File: config.mk
export PLATFORM = sky130hd
export DESIGN_NAME = ahb_burst_master
export DESIGN_NICKNAME = d
export VERILOG_FILES = /design/src/rtl/interface_pkg.sv /design/src/rtl/wrap4_addr_gen.sv /design/src/rtl/ahb_burst_master.sv
export SDC_FILE = /design/constraint.sdc
export NUM_CORES = 1
export LEC_CHECK = 0
export CORE_MARGIN = 1
export CORE_UTILIZATION = 25
export CTS_BUF_LIST = sky130_fd_sc_hd__clkbuf_4
export DETAILED_ROUTE_END_ITERATION = 10
export PLACE_DENSITY = 0.59
export SYNTH_ARGS = -nofsm -noshare
export SYNTH_HDL_FRONTEND = slang
export SYNTH_SLANG_ARGS = --single-unit
File: constraint.sdc
create_clock -name clk -period 3.5 [get_ports clk]
set_input_delay 0.875 -clock clk [delete_from_list [all_inputs] [get_ports clk]]
set_output_delay 0.875 -clock clk [all_outputs]
set_load 0.1 [all_outputs]
File: src/rtl/interface_pkg.sv
// Shared AHB-Lite encodings, the line-wrap mask and the master FSM state set
// for the I-cache refill bus master.
package interface_pkg;

  typedef enum logic [1:0] {
    IDLE   = 2'b00,
    BUSY   = 2'b01,
    NONSEQ = 2'b10,
    SEQ    = 2'b11
  } TRANS_TYPES;

  typedef enum logic [2:0] {
    SINGLE = 3'b000,
    WRAP4  = 3'b010
  } BURST_TYPES;

  localparam logic [31:0] WRAP4_BOUNDARY_MASK = 32'hFFFF_FFF0;
  localparam logic [3:0]  WORD_OFFSET_MASK    = 4'hC;
  localparam logic [3:0]  BEAT_BYTES          = 4'd4;

  // Legacy state codes, kept so existing waveform decoders still line up.
  localparam logic [1:0] ST_IDLE  = 2'd0;
  localparam logic [1:0] ST_ADDR  = 2'd1;
  localparam logic [1:0] ST_BURST = 2'd2;
  localparam logic [1:0] ST_DATA  = 2'd3;

  typedef enum logic [1:0] {
    IDLE_S  = ST_IDLE,
    ADDR_S  = ST_ADDR,
    BURST_S = ST_BURST,
    DATA_S  = ST_DATA
  } MASTER_STATES;

  // Next word offset inside a 16-byte line; the 4-bit add wraps 0xC -> 0x0.
  function automatic logic [3:0] wrap4_next(input logic [3:0] off);
    return off + BEAT_BYTES;
  endfunction

endpackage

File: src/rtl/wrap4_addr_gen.sv
// WRAP4 address generator: given the line base and the current word offset,
// produces the next wrapped offset and the full next beat address.
module wrap4_addr_gen
  import interface_pkg::*;
#(
  parameter int unsigned ADDR_W = 32
) (
  input  logic [ADDR_W-1:0] i_base,
  input  logic [3:0]        i_offset,
  output logic [3:0]        o_next_offset,
  output logic [ADDR_W-1:0] o_next_addr
);

  logic [3:0] w_next_offset;

  assign w_next_offset = wrap4_next(i_offset);
  assign o_next_offset = w_next_offset;
  // Base is line aligned, so OR-ing in the offset equals adding it.
  assign o_next_addr   = i_base | ADDR_W'(w_next_offset);

endmodule

File: src/rtl/ahb_burst_master.sv
// AHB-Lite read master for I-cache refills: SINGLE and WRAP4 word reads,
// address phase overlapped with the previous data phase, one response per
// completed beat tagged with its line offset.
// Optional macro AHB_MASTER_HRESP_EN adds hresp/rsp_err and two-cycle ERROR
// handling that cancels the remaining beats.
module ahb_burst_master
  import interface_pkg::*;
#(
  parameter int unsigned ADDR_W = 32,
  parameter int unsigned DATA_W = 32
) (
  input  logic              clk,
  input  logic              rst,
  input  logic              req_valid,
  output logic              req_ready,
  input  logic [ADDR_W-1:0] req_addr,
  input  logic              req_wrap4,
  output logic [ADDR_W-1:0] haddr,
  output logic [1:0]        htrans,
  output logic [2:0]        hburst,
  output logic              hwrite,
  output logic [2:0]        hsize,
  input  logic              hready,
  input  logic [DATA_W-1:0] hrdata,
`ifdef AHB_MASTER_HRESP_EN
  input  logic              hresp,
  output logic              rsp_err,
`endif
  output logic              rsp_valid,
  output logic [DATA_W-1:0] rsp_data,
  output logic [3:0]        rsp_offset,
  output logic              rsp_last
);

  MASTER_STATES      r_state;
  logic [ADDR_W-1:0] r_base;
  logic [3:0]        r_offset;
  logic [2:0]        r_beats;
  logic [2:0]        r_issue_cnt;
  logic [2:0]        r_data_cnt;
  logic [3:0]        r_pend_off;
  logic [ADDR_W-1:0] r_haddr;
  TRANS_TYPES        r_htrans;
  BURST_TYPES        r_hburst;
  logic              r_rsp_valid;
  logic [DATA_W-1:0] r_rsp_data;
  logic [3:0]        r_rsp_offset;
  logic              r_rsp_last;

  logic [ADDR_W-1:0] w_base;
  logic [3:0]        w_offset;
  logic              w_accept;
  logic              w_in_data;
  logic              w_data_done;
  logic [3:0]        w_next_offset;
  logic [ADDR_W-1:0] w_next_addr;
  logic              w_err_hold;
  logic              w_err_done;

  assign w_base    = req_addr & ADDR_W'(WRAP4_BOUNDARY_MASK);
  assign w_offset  = req_addr[3:0] & WORD_OFFSET_MASK;
  assign req_ready = (r_state == IDLE_S) & ~rst;
  assign w_accept  = req_valid & req_ready;

  // A data phase is outstanding in BURST (previous beat) and DATA (last beat).
  assign w_in_data   = (r_state == BURST_S) | (r_state == DATA_S);
  assign w_data_done = hready & w_in_data;

`ifdef AHB_MASTER_HRESP_EN
  logic r_rsp_err;
  assign w_err_hold = hresp & ~hready & w_in_data;
  assign w_err_done = hresp &  hready & w_in_data;
  assign rsp_err    = r_rsp_err;
`else
  assign w_err_hold = 1'b0;
  assign w_err_done = 1'b0;
`endif

  wrap4_addr_gen #(
    .ADDR_W(ADDR_W)
  ) u_wrap4_addr_gen (
    .i_base        (r_base),
    .i_offset      (r_offset),
    .o_next_offset (w_next_offset),
    .o_next_addr   (w_next_addr)
  );

  // Request capture, address-phase sequencing and FSM.
  always_ff @(posedge clk or posedge rst) begin
    if (rst) begin
      r_state     <= IDLE_S;
      r_base      <= '0;
      r_offset    <= '0;
      r_beats     <= '0;
      r_issue_cnt <= '0;
      r_pend_off  <= '0;
      r_haddr     <= '0;
      r_htrans    <= IDLE;
      r_hburst    <= SINGLE;
    end else begin
      case (r_state)
        IDLE_S: begin
          if (w_accept) begin
            r_base      <= w_base;
            r_offset    <= w_offset;
            r_beats     <= req_wrap4 ? 3'd4 : 3'd1;
            r_issue_cnt <= '0;
            r_haddr     <= w_base + ADDR_W'(w_offset);
            r_htrans    <= NONSEQ;
            r_hburst    <= req_wrap4 ? WRAP4 : SINGLE;
            r_state     <= ADDR_S;
          end
        end
        ADDR_S: begin
          if (hready) begin
            r_issue_cnt <= r_issue_cnt + 3'd1;
            r_pend_off  <= r_haddr[3:0];
            if (r_beats == 3'd1) begin
              r_htrans <= IDLE;
              r_state  <= DATA_S;
            end else begin
              r_offset <= w_next_offset;
              r_haddr  <= w_next_addr;
              r_htrans <= SEQ;
              r_state  <= BURST_S;
            end
          end
        end
        BURST_S: begin
          if (w_err_done) begin
            r_htrans <= IDLE;
            r_state  <= IDLE_S;
          end else if (w_err_hold) begin
            r_htrans <= IDLE;
          end else if (hready) begin
            r_issue_cnt <= r_issue_cnt + 3'd1;
            r_pend_off  <= r_haddr[3:0];
            if (r_issue_cnt + 3'd1 == r_beats) begin
              r_htrans <= IDLE;
              r_state  <= DATA_S;
            end else begin
              r_offset <= w_next_offset;
              r_haddr  <= w_next_addr;
            end
          end
        end
        DATA_S: begin
          if (w_err_done || hready) begin
            r_htrans <= IDLE;
            r_state  <= IDLE_S;
          end else if (w_err_hold) begin
            r_htrans <= IDLE;
          end
        end
        default: r_state <= IDLE_S;
      endcase
    end
  end

  // Response path: one registered pulse per completed data phase.
  always_ff @(posedge clk or posedge rst) begin
    if (rst) begin
      r_data_cnt   <= '0;
      r_rsp_valid  <= 1'b0;
      r_rsp_data   <= '0;
      r_rsp_offset <= '0;
      r_rsp_last   <= 1'b0;
    end else begin
      r_rsp_valid <= w_data_done;
      r_rsp_last  <= w_data_done & (w_err_done | (r_data_cnt + 3'd1 == r_beats));
      if (w_accept) begin
        r_data_cnt <= '0;
      end else if (w_data_done) begin
        r_data_cnt <= r_data_cnt + 3'd1;
      end
      if (w_data_done) begin
        r_rsp_data   <= hrdata;
        r_rsp_offset <= r_pend_off;
      end
    end
  end

`ifdef AHB_MASTER_HRESP_EN
  // Error flag accompanies the terminating response of a failed request.
  always_ff @(posedge clk or posedge rst) begin
    if (rst) begin
      r_rsp_err <= 1'b0;
    end else begin
      r_rsp_err <= w_err_done;
    end
  end
`endif

  assign haddr      = r_haddr;
  assign htrans     = r_htrans;
  assign hburst     = r_hburst;
  assign hwrite     = 1'b0;
  assign hsize      = 3'b010;
  assign rsp_valid  = r_rsp_valid;
  assign rsp_data   = r_rsp_data;
  assign rsp_offset = r_rsp_offset;
  assign rsp_last   = r_rsp_last;

endmodule

======== Word level (Yosys, flattened, before mapping) ========
Index checks and enable logic that the tools add are counted.
word-level totals
  input port bits ......................... 69
  word-level logic and storage cells ...... 81
  output and inout port bits .............. 80
  register bits after elaboration ......... 122
operators by class
  reductions and logical operators ........ 10
  bitwise gates (word level) .............. 7
  muxes and demuxes ....................... 32
  equality and inequality tests ........... 14
  add/sub/neg operators ................... 4
operators by type and width
  cell                 number
  $mux 32              5
  $pmux 32 s3          1
  $add 32x4->32        1
  $or 32x4->32         1
  $mux 2               11
  $mux 4               5
  $pmux 2 s4           2
  $mux 3               5
  $ne 2x2->1 const B   6
  $pmux 4 s3           1
  $add 3x1->3 const B  2
  $eq 3x3->1           2
  $pmux 3 s2           1
  $reduce_and 6->1     1
  $reduce_and 5->1     1
  $add 4x3->4 const B  1
  $and 1x1->1          4
  $eq 2x2->1 const B   2
  $ne 2x1->1 const B   2
  $reduce_and 2->1     2
  $reduce_bool 2->1    2
  $eq 3x1->1 const B   1
  $reduce_and 3->1     1
  $reduce_bool 3->1    1
  6 further kinds      6

======== Logic depth before layout (Yosys ltp) ========
  word-level depth ........................ 5
  mapped depth ............................ 8
  mapped depth without buffers ............ 7

======== Hierarchy ========
A second synthesis with hierarchy kept.
unflattened totals
  cell total of the unflattened synthesis .. 538
  area total of the unflattened synthesis .. 5559.1 sq um
modules (own cells, without submodules)
  module            times used  cells an instance  seq. area each (sq um)  area each (sq um)
  ahb_burst_master  1           502                2952.8                  5295.1
  wrap4_addr_gen    1           36                 0.0                     264.0

======== Least setup slack after synthesis ========
No wires, ideal clock.
  path type ............................... input port to flip-flop
  start ................................... input rst
  end ..................................... register r_data_cnt[0]
  buffers on the path ..................... 2
  data required time ...................... 3.368 ns
  path slack .............................. 0.317 ns
  stages on the path ...................... 5
  data arrival time ....................... 3.051 ns
  library setup time ...................... 0.132 ns
  cell sequence ........................... nor2b_1 and2_1 clkbuf_1 clkbuf_1 nor2_1
between the ends
  word-level cells in the longest chain between the ends .. 4
  elaborated cells on any way between the ends .. 5
  classes of those cells .................. 1 x mux; 3 x bitwise; 1 x reduce/logical
RTL lines
  what                                                line                     RTL
  start: declaration                                  ahb_burst_master.sv:13   input logic rst,
  $not 1->1 *                                         ahb_burst_master.sv:62   assign req_ready = (r_state == IDLE_S) & ~rst;
  $and 1x1->1 *                                       ahb_burst_master.sv:62
  $and 1x1->1 *                                       ahb_burst_master.sv:63   assign w_accept = req_valid & req_ready;
  $mux 3 / $reduce_bool 2->1 (equally long branches)  --
  end signal: assignment                              ahb_burst_master.sv:174  r_data_cnt <= r_data_cnt + 3'd1;
  end: declaration                                    ahb_burst_master.sv:40   logic [2:0] r_data_cnt;
Every way passes the cells marked *; elsewhere a longest branch is shown, timed or not.
A chain may end at the register's enable or synchronous reset.

======== Final worst setup path ========
  start ................................... register r_state[0]
  end ..................................... output req_ready
between the ends
  word-level cells in the longest chain between the ends .. 2
RTL lines
  what                      line                     RTL
  start: declaration        ahb_burst_master.sv:35   MASTER_STATES r_state;
  start signal: assignment  ahb_burst_master.sv:91   r_state <= IDLE_S;
  start signal: assignment  ahb_burst_master.sv:111  r_state <= ADDR_S;
  start signal: assignment  ahb_burst_master.sv:120  r_state <= DATA_S;
  $logic_not 2->1           ahb_burst_master.sv:62
  $and 1x1->1               ahb_burst_master.sv:62
  end: declaration          ahb_burst_master.sv:15   output logic req_ready,
Every way passes these cells.

==> summary.md <==
| Metric | Value |
|---|---|
| Worst endpoint required time | `2.62 ns` |
| Gate count of the mapped netlist | `474` |
| Maxcap violations | `0` |
| Finished Layout Cells | `871` |
| Worst r2r dst | `haddr[5]` |
| Placed Area | `6380 um2` |
| Hold Crit Start | `r_pend_off[1]` |
| Post-layout util | `0.346` |
| Total core area | `19000 um2` |
| DRC violations left | `0` |
| CP Launch Type | `register` |
| Post-synthesis adder-cell area fraction | `0.0204` |
| Crit path time final | `2.81 ns` |
| EDFF count, synth | `0` |
| Final setup viols | `0` |
| Ys async rst share | `1.00` |
| Final WL | `11500 um` |
| RSZ-0062 raised after global routing | `false` |
| R2r worst-path depth | `5` |
| Clock skew | `0.0170 ns` |
| Outcome | `finished, final reports clean` |
| Least-Margin Pin Slew | `0.769 ns` |
| Setup Crit Path Kind | `register to output pin` |
| Proportion of synthesized area in mux cells | `0.142` |
| Number of port buffers | `140` |
| Yosys top cell area share | `0.566` |
| H-tree Lvls | `3` |
| Aggregate global routing overflow | `0` |
| Placed cells | `855` |
| Post-synth cell types | `35` |
| Sequential fraction of the synthesis area | `0.566` |
| Area Overhead vs Synth | `33.9%` |
| Drt wl/cell | `13.2 um` |
| Via count | `3607` |
| Crit Reg-Reg Startpoint | `r_beats[2]` |
| Die area | `20200 um2` |
| Clock tree sinks | `111` |
| Cell Area, Synth | `4900 um2` |
| Hold Path Depth | `2` |
| FMAX | `0.356 GHz` |
| Rows | `50` |
| Worst path arrival time | `1.94 ns` |
| Crit share post-route | `0.803` |
| Via density | `4.14` |
| Routability congestion estimate | `0.749` |
| Hold EP | `rsp_offset[1]` |
| Flop-to-flop setup slack | `1.04 ns` |
| Iteration-0 DRC Markers | `89` |
| Inserted Clock Buffers | `9` |
| Fraction of layout cells with a size suffix above 1 | `0.268` |
| Drt pass-1 iters | `4` |
| Gr usage total | `0.116` |
| Die Wd | `142 um` |
| Die height | `142 um` |
| Post-synth top area cell | `dfrtp_1` |
| Post-route ant nets | `0` |
| Fill cell count | `1904` |
| Initial antenna violation count | `0` |
| Yosys warning count | `0` |
| Worst skew pair latency | `0.47 ns` |
| Starting Density | `0.259` |
| Critical path fanouts, max | `5` |
| Crit path capture type | `output pin` |
| Yosys reg bits | `111` |
| First-pass GRT wire length | `18300 um` |
| Setup bufs post-CTS | `0` |
| I/O Pins | `149` |
| Main combinational cell family by area after synthesis | `simple AND/OR/NAND/NOR gates` |
| Worst min path class | `register to register` |
| Fin. Hold Viols | `0` |
| DP HPWL | `8170 um` |
| Avg Inst Size Synth | `10.3 um2` |
| Design Area, Final | `6570 um2` |
| # hold bufs at CTS | `0` |
| Setup total negative slack | `0 ns` |
| Max Slew Vio Count | `0` |
| # diodes | `0` |
| CTS tree | `built` |
| Max Root-Sink Buffers | `2` |
| Cts repair resizes | `0` |
| Vias in the first global route | `3633` |
| Slew headroom | `0.488` |
| Largest net degree at the start of global routing | `61` |
| Compound-Gate Fraction of Synth Area | `0.0357` |
| Clock root cell | `clkbuf_4` |
| Clock-pin slew on the worst setup and hold paths | `0.17 ns` |
| XOR/XNOR Fraction of Synth Area | `0.0156` |
| Top cells by area, synth | `dfrtp_1, nand2_1, mux2_2, ha_1, buf_4` |
| Primary FF master, synth | `dfrtp_1` |
| Synth Area in Simple Gates | `0.176` |
| Final net count | `683` |
==> metal layers <==
metal,wire (um),vias up,global-route usage,share of wire
met5,0,-,0,0
met4,173,0,0.0475,0.015
met3,828,11,0.0326,0.072
met2,5180,125,0.184,0.45
met1,5330,1701,0.148,0.46
li1,-,1770,-,-
==> synthesized netlist by cell type (2+ instances only) <==
cell type / n
nand2_1: 201
dfrtp_1: 111
mux2_2: 60
clkbuf_1: 18
buf_4: 9
inv_1: 9
ha_1: 8
nor2_1: 6
o21ai_0: 5
xnor2_1: 5
nand2b_1: 4
a31oi_1: 3
buf_6: 3
a21oi_1: 2
a22o_1: 2
a2bb2oi_1: 2
a41o_1: 2
and2_1: 2
buf_1: 2
conb_1: 2
mux2i_1: 2
nand3_1: 2
o31ai_1: 2
==> registers in the layout, indices dropped and copies added (netlist names) <==
| name | flops |
|---|---|
| haddr | 31 |
| htrans | 2 |
| r_base | 28 |
| r_beats | 2 |
| r_data_cnt | 3 |
| r_issue_cnt | 3 |
| r_pend_off | 3 |
| r_state | 2 |
| rsp_data | 32 |
| rsp_last | 1 |
| rsp_offset | 3 |
| rsp_valid | 1 |
==> cells by family after synthesis <==
family / after synthesis
DFF: 111
xor gates and xnor gates: 7
muxes: 62
adders and majority gates: 8
buffers and inverters: 41
other: 2
and+or+nand+nor: 219
AOI/OAI and AO/OA: 24
==> how the worst max path moves through the flow <==
| stage | from | end |
|---|---|---|
| floorplan | rst | r_data_cnt[0] |
| global placement | rst | haddr[12] |
| detailed placement | rst | haddr[16] |
| CTS | r_state[0] | req_ready |
| global route | r_state[0] | req_ready |
| finish | r_state[0] | req_ready |
==> per-stage QoR <==
stage	setup WS, ns	hold WS [ns]
after floorplan	0.317	0.433
after global routing	0.516	0.523
after global placement	0.641	0.453
after detailed placement	0.601	0.456
after CTS	0.627	0.495
final	0.688	0.491
==> critical path, cell delays in order, from the launching register on <==
cell and delay [ns]:
dfrtp_1 0.46, inv_1 0.16, ha_1 0.29, nor2b_1 0.33, buf_12 0.22
==> final cells by class <==
| cell class | instances | area (um2) | share of cell area |
|---|---|---|---|
| Clock buffer | 10 | 75.1 | 0.0114 |
| Multi-Input combinational cell | 326 | 1930 | 0.295 |
| Tap cell | 260 | 325 | 0.0495 |
| Sequential cell | 111 | 2780 | 0.423 |
| Timing Repair Buffer | 149 | 1310 | 0.199 |
| Clock inverter | 6 | 109 | 0.0166 |
| Inverter | 9 | 37.5 | 0.00572 |
==> layout by cell type (no fill, tap or decap), drive strengths merged, types with 2 or more instances in the layout <==
| cell type | synthesis | final |
|---|---|---|
| nand3 | 3 | 3 |
| a22o | 2 | 2 |
| nand2 | 201 | 201 |
| clkbuf | 18 | 10 |
| xnor2 | 5 | 5 |
| inv | 9 | 8 |
| conb | 2 | 6 |
| buf | 14 | 83 |
| mux2i | 2 | 2 |
| o21ai | 5 | 5 |
| nor2 | 6 | 6 |
| o31ai | 2 | 2 |
| nand2b | 4 | 4 |
| mux2 | 60 | 60 |
| a41o | 2 | 2 |
| ha | 8 | 8 |
| a21oi | 2 | 2 |
| clkinv | 0 | 3 |
| a2bb2oi | 2 | 2 |
| bufinv | 0 | 3 |
| a31oi | 3 | 3 |
| clkdlybuf4s50 | 0 | 66 |
| dfrtp | 111 | 111 |
| and2 | 2 | 2 |
Power is not shown: default switching activity piles up to over one toggle a cycle in this logic, so the estimate is an artifact.
